$ cat src/rtl/mem_array_pkg.sv
// Shared types and default sizing for the mem_array block.
package mem_array_pkg;

    typedef enum logic {
        CLEAR = 1'b0,
        READY = 1'b1
    } mem_state_e;

    localparam int unsigned MEM_AW    = 5;
    localparam int unsigned MEM_DW    = 8;
    localparam int unsigned MEM_DEPTH = 32;
    localparam int unsigned MEM_ERRW  = 8;

endpackage

$ cat src/rtl/mem_clear_seq.sv
// Post-reset clear sequencer: walks every address once, writing zero, then hands the array to the host.
module mem_clear_seq
    import mem_array_pkg::*;
#(
    parameter int unsigned DEPTH = MEM_DEPTH,
    parameter int unsigned AW    = MEM_AW
) (
    input  logic          clk,
    input  logic          rst,
    output logic          busy,
    output logic          clr_we,
    output logic [AW-1:0] clr_addr
);

    localparam int unsigned LAST = DEPTH - 1;

    mem_state_e    state_q, state_d;
    logic [AW-1:0] ptr_q, ptr_d;
    logic          busy_q;

    // State, pointer and busy flag registers
    always_ff @(posedge clk) begin
        if (rst) begin
            state_q <= CLEAR;
            ptr_q   <= '0;
            busy_q  <= 1'b1;
        end else begin
            state_q <= state_d;
            ptr_q   <= ptr_d;
            busy_q  <= (state_d == CLEAR);
        end
    end

    // Next state: advance the pointer each cycle, leave CLEAR once the last word is written
    always_comb begin
        state_d = state_q;
        ptr_d   = ptr_q;
        case (state_q)
            CLEAR: begin
                if (ptr_q == AW'(LAST)) begin
                    state_d = READY;
                    ptr_d   = '0;
                end else begin
                    ptr_d = ptr_q + AW'(1);
                end
            end
            READY: begin
                state_d = READY;
            end
            default: begin
                state_d = CLEAR;
                ptr_d   = '0;
            end
        endcase
    end

    assign busy     = busy_q;
    assign clr_we   = busy_q;
    assign clr_addr = ptr_q;

endmodule

$ cat src/rtl/mem_array.sv
// Single-port DEPTHxDW memory with self-clear after reset.
// Optional per-word parity storage and checking enabled by MEM_ARRAY_PARITY_EN.
module mem_array
    import mem_array_pkg::*;
#(
    parameter int unsigned DEPTH = MEM_DEPTH,
    parameter int unsigned AW    = MEM_AW,
    parameter int unsigned DW    = MEM_DW
) (
    input  logic                clk,
    input  logic                rst,
    input  logic                read,
    input  logic                write,
    input  logic [AW-1:0]       addr,
    input  logic [DW-1:0]       data_in,
    input  logic                inj_err,
    output logic [DW-1:0]       data_out,
    output logic                rd_valid,
    output logic                busy,
    output logic                par_err,
    output logic [MEM_ERRW-1:0] err_count,
    output logic [AW-1:0]       err_addr
);

    logic          clr_we;
    logic [AW-1:0] clr_addr;

    mem_clear_seq #(
        .DEPTH (DEPTH),
        .AW    (AW)
    ) u_clear_seq (
        .clk      (clk),
        .rst      (rst),
        .busy     (busy),
        .clr_we   (clr_we),
        .clr_addr (clr_addr)
    );

    logic          host_en_c;
    logic          host_we_c;
    logic          host_re_c;
    logic          we_c;
    logic [AW-1:0] wa_c;
    logic [DW-1:0] wd_c;

    // Host strobes are blocked while clearing or in reset; a simultaneous read is dropped
    assign host_en_c = !busy && !rst;
    assign host_we_c = host_en_c && write;
    assign host_re_c = host_en_c && read && !write;

    assign we_c = clr_we || host_we_c;
    assign wa_c = clr_we ? clr_addr : addr;
    assign wd_c = clr_we ? '0 : data_in;

    logic [DW-1:0] mem [DEPTH];

    always_ff @(posedge clk) begin
        if (we_c) begin
            mem[wa_c] <= wd_c;
        end
    end

    logic [DW-1:0] data_out_q;
    logic          rd_valid_q;

    always_ff @(posedge clk) begin
        if (rst) begin
            data_out_q <= '0;
            rd_valid_q <= 1'b0;
        end else begin
            rd_valid_q <= host_re_c;
            if (host_re_c) begin
                data_out_q <= mem[addr];
            end
        end
    end

    assign data_out = data_out_q;
    assign rd_valid = rd_valid_q;

`ifdef MEM_ARRAY_PARITY_EN
    logic                par_mem [DEPTH];
    logic                par_wd_c;
    logic                rd_bad_c;
    logic                par_err_q;
    logic [MEM_ERRW-1:0] err_count_q;
    logic [AW-1:0]       err_addr_q;

    // Stored parity is the XOR of the data, optionally inverted to inject a fault
    assign par_wd_c = clr_we ? 1'b0 : ((^data_in) ^ inj_err);

    always_ff @(posedge clk) begin
        if (we_c) begin
            par_mem[wa_c] <= par_wd_c;
        end
    end

    assign rd_bad_c = (^mem[addr]) ^ par_mem[addr];

    always_ff @(posedge clk) begin
        if (rst) begin
            par_err_q   <= 1'b0;
            err_count_q <= '0;
            err_addr_q  <= '0;
        end else begin
            par_err_q <= host_re_c && rd_bad_c;
            if (host_re_c && rd_bad_c) begin
                err_addr_q <= addr;
                if (err_count_q != '1) begin
                    err_count_q <= err_count_q + MEM_ERRW'(1);
                end
            end
        end
    end

    assign par_err   = par_err_q;
    assign err_count = err_count_q;
    assign err_addr  = err_addr_q;
`else
    logic unused_inj_err;

    assign unused_inj_err = inj_err;
    assign par_err        = 1'b0;
    assign err_count      = '0;
    assign err_addr       = '0;
`endif

endmodule

$ cat config.mk
export PLATFORM = sky130hd
export DESIGN_NAME = mem_array
export DESIGN_NICKNAME = d
export VERILOG_FILES = /design/src/rtl/mem_array_pkg.sv /design/src/rtl/mem_clear_seq.sv /design/src/rtl/mem_array.sv
export SDC_FILE = /design/constraint.sdc
export NUM_CORES = 1
export LEC_CHECK = 0
export ABC_AREA = 1
export CORE_MARGIN = 1
export CORE_UTILIZATION = 55
export CTS_BUF_LIST = sky130_fd_sc_hd__clkbuf_8
export CTS_CLUSTER_DIAMETER = 200
export DETAILED_ROUTE_END_ITERATION = 16
export GPL_ROUTABILITY_DRIVEN = 0
export PLACE_DENSITY = 0.71
export SLEW_MARGIN = 20
export SYNTH_ARGS = -nofsm -noshare
export SYNTH_HDL_FRONTEND = slang
export SYNTH_SLANG_ARGS = --single-unit
export TNS_END_PERCENT = 10
$ cat constraint.sdc
create_clock -name clk -period 2.5 [get_ports clk]
set_input_delay 0.5 -clock clk [delete_from_list [all_inputs] [get_ports clk]]
set_output_delay 0.5 -clock clk [all_outputs]
set_load 0.05 [all_outputs]
Word-level counts from Yosys, hierarchy flattened
Memory sizes are Yosys's and may differ from the RTL's. A register that Yosys moved wholly into a read port is not among the register bits.
Cells that the tools add are included.
- register bits after elaboration: 8
- memory bits (writable): 256
- input port bits: 18
- output and inout bits: 24
- word-level logic and storage cells: 24
- memories: 1
- add/sub/neg operators: 1
- eq/ne operators: 1
- muxes and demuxes: 7
- bitwise gates (word level): 2
- reduce and logical (&&, ||, !) cells: 8
- memory list (memory ; depth ; bits a word ; rd ports ; clocked after Yosys merged registers in ; wr ports ; line ; text):
    mem ; 32 ; 8 ; 1 ; 1 ; 1 ; mem_array.sv:55 ; logic [DW-1:0] mem [DEPTH];
- operators with widths (kind ; count):
    2-to-1 mux 5 bit ; 2
    2-to-1 mux 8 bit ; 1
    adder 5 x 1 -> 5 bit (second input constant) ; 1
    == test 5 bit (second input constant) ; 1
    logical AND 1 bit ; 4
    logical NOT 1 bit ; 3
    2-to-1 mux 1 bit ; 3
    inverter 1 bit ; 2
    case mux 1 bit (2 select lines) ; 1
    logical OR 1 bit ; 1

Depth between registers and ports, before layout
Gate-level depths: netlist (run 1).
- depth after elaboration: 6
- mapped depth: 11
- depth with buffers taken out: 9

Modules after synthesis
A second synthesis (run 1) with hierarchy kept.
- cells, all modules: 1014
- area, all modules: 11342.1 sq um
- modules (own cells, without submodules) (module ; times used ; cells each ; area an instance (sq um) ; seq. area each (sq um)):
    mem_array ; 1 ; 976 ; 11043.1 ; 7867.5
    mem_clear_seq ; 1 ; 38 ; 299.0 ; 140.1

Worst setup path after synthesis (run 1)
OpenSTA, ideal clock, no wires.
- path type: reg2reg
- start: register u_clear_seq.busy_q, in the netlist u_clear_seq.busy
- end: memory mem[13][0] (netlist name), enable pin
- setup time: 0.370 ns
- arrival time: 1.872 ns
- data required time: 2.130 ns
- slack: 0.258 ns
- cell stages (with the launch flop): 7
- buffers on the path: 1
- period minus slack after synthesis: 2.242 ns
- path through: dfxtp_1 > clkbuf_2 > inv_2 > or2_0 > o21ai_0 > nand3_2 > nor2_1
- word-level cells in the longest chain between the ends: 6
- elaborated cells between the ends (all ways): 7
- classes of those cells: mux: 3; reduce/logical: 4
- RTL lines (what ; line ; text):
    from (decl) ; mem_clear_seq.sv:19 ; logic busy_q;
    from (signal assigned) ; mem_clear_seq.sv:30 ; busy_q <= (state_d == CLEAR);
    logical NOT 1 bit ; mem_array.sv:47 ; assign host_en_c = !busy && !rst;
    logical AND 1 bit ; mem_array.sv:47 ;
    logical AND 1 bit ; mem_array.sv:48 ; assign host_we_c = host_en_c && write;
    logical OR 1 bit ; mem_array.sv:51 ; assign we_c = clr_we || host_we_c;
    2-to-1 mux 1 bit ; mem_array.sv:58 ; if (we_c) begin
    2-to-1 mux 1 bit (implied by the code) ; mem_array.sv:59 ; mem[wa_c] <= wd_c;
    to (decl) ; mem_array.sv:55 ;
Several ways; a longest one is shown, not always the timed one.

Final worst setup path (run 1)
- start: register data_out_q[3], in the netlist data_out[3] (read register of mem)
- end: output data_out[3]
- RTL lines (what ; line ; text):
    from (decl) ; mem_array.sv:63 ; logic [DW-1:0] data_out_q;
    to (decl) ; mem_array.sv:17 ; output logic [DW-1:0] data_out,
No word-level cell between the ends.

==> reports/metrics.yaml, run 1 <==
cts_buffers: 43
p_per_area_nw_per_um2: 715
ctsResizeCount: 0
root_buffer: "clkbuf_8"
yosys.area.top_type_share: 0.684
clkLatencyLatePin_ns: 0.55
totalWireLength_microns: 25500
start_kind: "flop"
worst-path-stages: 1
start_util: 0.570
yosys_warnings: 0
nets: 1110
holdWs_ns: 0.467
portBuffers: 26
syn_avg_cell_area_sq_um: 11.1
setup_violations: 0
ys_ff_latch: 272
diodes: 0
p_leak_uw: 0.00503
syn_to_final_growth_pct: 14.5
worstSetupEndpointType: "primary output"
ys_seq_area_frac: 0.712
critPathTopFamily: "buffers and inverters"
r2r_cells: 6
cp_slowest_stage_delay_ns: 0.82
use_met1: 0.329
die_h_microns: 145
cts_tree: "yes"
postCtsSetupBuffers: 0
dp_hpwl_microns: 15300
dpl_cell_area_sq_um: 12000
grt.overflow.total: 0
fin_skew_ns: 0.0150
drv_cap: 0
min_period_ns: 2.21
yosys-top-cells-count: "nand2_1 (342), edfxtp_1 (256), nand3_1 (227)"
vias: 7526
critPathRequiredTime_ns: 2.00
antenna_found_initial: 0
ios: 42
synth-main-ff-cell: "edfxtp_1"
die_area_sq_um: 21000
yosys-top-cells-area: "edfxtp_1 (68%), nand2_1 (11%), nand3_1 (10%)"
vias_per_cell: 5.43
crit_chain: "clkdlybuf4s50_1"
core_sq_um: 19700
fin_util: 0.653
crit_type: "flop to primary output"
drtPass1Iterations: 5
crit_buf_inv: 1
grt_max_degree: 72
rows: 51
fp.dieW_microns: 145
clk_path_buf_depth: 3
use_met3: 0.0415
htreeDepth: 2
cp_data_arrival_time_ns: 1.71
async_flop_share: 0
drc_errors: 0
synth.distinct_cells: 25
synth_most_common_cell: "nand2_1"
whs_path_depth: 2
drt-initial-drc-count: 797
irDropWorstVdd_uv: 506
hp-class: "flop to flop"
drtAntennaViolNets: 0
grt_use_total: 0.250
use_met2: 0.411
synthCells: 1013
cts.sinks: 272
finalCritPeriodShare: 0.885
ctsHoldBuffers: 0
final_cell_area_sq_um: 12900
rsz0062_at_grt: "false"
drv_slew: 0
grt_pass1_vias: 7346
syn_area_sq_um: 11200
finalSetupTns_ns: 0
wl_per_cell_microns: 18.4
worst_slack_ns: 0.289
hold_viol: 0
crit_fanout: 2
synth_edf_count: 256
post-place-ws_ns: 0.197
worstMarginPinSlew_ns: 0.755
status: "complete, no violations"
max_clock_freq_ghz: 0.452
busiest_layer: "met2"
drive_gt1_frac: 0.124
slew_headroom: 0.496
grt_pass1_wl_microns: 39800
synth_area_leader_cell: "edfxtp_1"
path_clk_slew_ns: 0.06
cp_slowest_cell: "clkdlybuf4s50_1"
## logic make-up after synthesis
logic type,after synthesis,synth area share
compound gates,9,0.00434
flops,272,0.712
other cells,1,0.000334
simple gates,632,0.239
buf+inv,97,0.0421
fa+ha+maj,2,0.00223
## routing by layer
| layer | routed length [microns] | part of all wire |
|---|---|---|
| met5 | 0 | 0 |
| met4 | 843 | 0.033 |
| met3 | 1740 | 0.068 |
| met2 | 12300 | 0.48 |
| met1 | 10600 | 0.42 |
## metrics by stage
| stage | power (uW) | cells |
|---|---|---|
| final | 9210 | 1385 |
| after floorplan | 5470 | 1026 |
| after CTS | 9250 | 1385 |
| after detailed placement | 5650 | 1310 |
| after global routing | 9490 | 1385 |
| after global placement | 5640 | 1310 |
## report_power, final
part | switching [uW] | total, uW | internal [uW]
sequential | 13.5 | 4980 | 4960
clock | 1660 | 3640 | 1980
combinational | 412 | 585 | 173
## sequential cells by signal (all words and copies together), names as in the netlist
name	cells
mem	256
data_out	8
u_clear_seq.clr_addr	5
rd_valid	1
u_clear_seq.busy	1
u_clear_seq.state_q	1
## worst reg2reg max path, delay by kind of cell (launching register included)
kind | cells | cell delay [ns]
flops | 1 | 0.57
compound gates | 1 | 0.18
simple gates | 3 | 0.79
buf+inv | 2 | 0.28
## path summary, 6_finish.rpt
check                           slack [ns]     endpoint              from
worst min-delay path                  0.47  data_out[7]       data_out[7]
worst max-delay path                  0.29  data_out[3]       data_out[3]
worst max register to register        0.38   mem[21][3]  u_clear_seq.busy
worst min register to register        0.47  data_out[7]       data_out[7]
## layout by cell type, fill, tap and decap left out
master and instances:
a21oi_1 1, buf_12 3, buf_2 1, buf_4 61
bufinv_16 1, clkbuf_8 52, clkdlybuf4s50_1 23, clkinv_1 5
clkinv_2 5, clkinvlp_4 1, conb_1 14, dfxtp_1 16
edfxtp_1 256, ha_1 2, inv_1 35, inv_2 3
inv_6 1, nand2_1 342, nand3_1 227, nand3_2 2
nand4_1 1, nor2_1 45, nor2_2 8, nor3_1 4
nor3b_1 1, o21ai_0 6, o21ai_1 1, o21ai_2 1
or2_0 1, or2_1 1
## final cells by class
cell class / count / area [sq um]
Fill cell: 1512 / 6850
Timing Repair Buffer: 88 / 753
Clock buffer: 52 / 716
Sequential cell: 272 / 8010
Inverter: 28 / 106
Tap cell: 265 / 332
Clock inverter: 23 / 126
Multi-Input combinational cell: 657 / 2830
No activity file was read; power rests on OpenSTA's default activity.
==> run 2: changes to the inputs <==
- CORE_UTILIZATION: 55 -> 63
- CTS_CLUSTER_DIAMETER: 200 -> not set
- PLACE_DENSITY: 0.71 -> 0.8
==> reports/metrics.yaml, run 2 (synthesis results as in run 1) <==
antenna_found_initial: 0
totalWireLength_microns: 25400
cts_tree: "yes"
clk_path_buf_depth: 3
start_kind: "flop"
final_common_cell: "nand2_1"
vias: 7793
start_util: 0.648
finalSetupTns_ns: 0
grt_pass1_vias: 7527
whs_path_depth: 2
r2r_slack_ns: 0.27
drtAntennaViolNets: 0
seq_area_sq_um: 8010
core_sq_um: 17400
drtPass1Iterations: 5
drc_errors: 0
place_inst: 1272
htreeDepth: 2
min_to: "data_out[1]"
r2r_cells: 6
drt-initial-drc-count: 996
fill_cells: 1125
die_h_microns: 136
cp_data_arrival_time_ns: 2.47
cts.sinks: 272
drive_gt1_frac: 0.119
drv_cap: 0
rsz0062_at_grt: "false"
slew_headroom: 0.634
hold_start: "data_out[1]"
path_clk_slew_ns: 0.06
crit_chain: "inv_2 -> or2_0 -> o21ai_0 -> nand3_2 -> nor2_1 -> buf_4"
worstMarginPinSlew_ns: 0.548
crit_fanout: 11
fp.dieW_microns: 136
multi_input_area_sq_um: 2830
ctsResizeCount: 0
grt.overflow.total: 0
root_buffer: "clkbuf_8"
total_power_uw: 8780
cp_slowest_stage_delay_ns: 0.66
syn_to_final_growth_pct: 13.2
largest_reg_flops: 256
fin_skew_ns: 0.0137
combPwrFrac: 0.067
max_clock_freq_ghz: 0.448
crit_type: "flop to flop"
cell_internal_pwr_uw: 6750
status: "complete, no violations"
nets: 1111
setup_violations: 0
hold_viol: 0
rows: 48
postCtsSetupBuffers: 0
grt_pass1_wl_microns: 39500
die_area_sq_um: 18400
min_period_ns: 2.23
irDropWorstVdd_uv: 718
pwr-share-seq: 0.567
grt_max_degree: 80
finalCritPeriodShare: 0.893
fin_cells: 1343
cp_slowest_cell: "dfxtp_1"
p_per_area_nw_per_um2: 690
hp-class: "flop to flop"
vias_per_cell: 5.80
final_cell_mix: "nand2_1 (342), edfxtp_1 (256), nand3_1 (227)"
dp_hpwl_microns: 15900
drv_slew: 0
switching_share: 0.231
p_leak_uw: 0.00499
timing.rr.start: "u_clear_seq.busy"
largest-register: "mem"
critPathTopFamily: "simple AND/OR/NAND/NOR gates"
diodes: 0
crit_buf_inv: 2
ctsHoldBuffers: 0
portBuffers: 26
clkLatencyLatePin_ns: 0.54
holdWs_ns: 0.468
cts_buffers: 42
critPathRequiredTime_ns: 2.74
p_switching_uw: 2030
grt_use_total: 0.295
wl_per_cell_microns: 18.9
worstSetupEndpointType: "flop"
ios: 42
reg2reg_to: "mem[16][0]"
clockPowerShare: 0.366
run 2: layer usage:
layer / wire length (microns) / global-route usage / up-vias
li1: - / - / 3618
met1: 9470 / 0.391 / 3653
met2: 12300 / 0.475 / 439
met3: 2560 / 0.0498 / 83
met4: 1070 / 0.149 / 0
met5: 0 / 0 / -
run 2: area by class of cell:
class | instances | area share
clock inverters | 27 | 0.00885
multi-input cells | 657 | 0.222
clock buffers | 44 | 0.0476
flip-flops and latches | 272 | 0.629
repair buffers | 90 | 0.0614
well taps | 225 | 0.0221
inverters | 28 | 0.00836
run 2: how the worst max path moves through the flow:
stage | start | to | slack [ns] | cells after the start
6_report | u_clear_seq.busy | mem[16][0] | 0.27 | 6
5_1_grt | u_clear_seq.busy | mem[20][0] | 0.20 | 6
4_1_cts | rd_valid | rd_valid | 0.27 | 1
3_5_place_dp | addr[3] | mem[6][3] | 0.14 | 7
3_3_place_gp | addr[3] | mem[6][3] | 0.18 | 7
2_1_floorplan | u_clear_seq.busy | mem[13][0] | 0.26 | 6
run 2: power groups by stage:
stage / clock network [uW] / registers [uW] / logic, uW
floorplan: 0 / 5070 / 404
global placement: 0 / 5070 / 554
detailed placement: 0 / 5070 / 570
CTS: 3250 / 4980 / 574
global route: 3440 / 4980 / 632
finish: 3220 / 4980 / 584
run 2: stage by stage:
step / cell area [sq um] / util / setup WS (ns)
final: 12700 / 0.733 / 0.269
after global routing: 12700 / 0.733 / 0.204
after CTS: 12700 / 0.733 / 0.272
after detailed placement: 12000 / 0.692 / 0.137
after global placement: 12000 / 0.692 / 0.179
after floorplan: 11300 / - / 0.258
run 2: tightest hold or removal path: cells and delay by family (launching register included):
kind | cells | cell delay [ns]
and+or+nand+nor | 2 | 0.12
DFF | 1 | 0.31
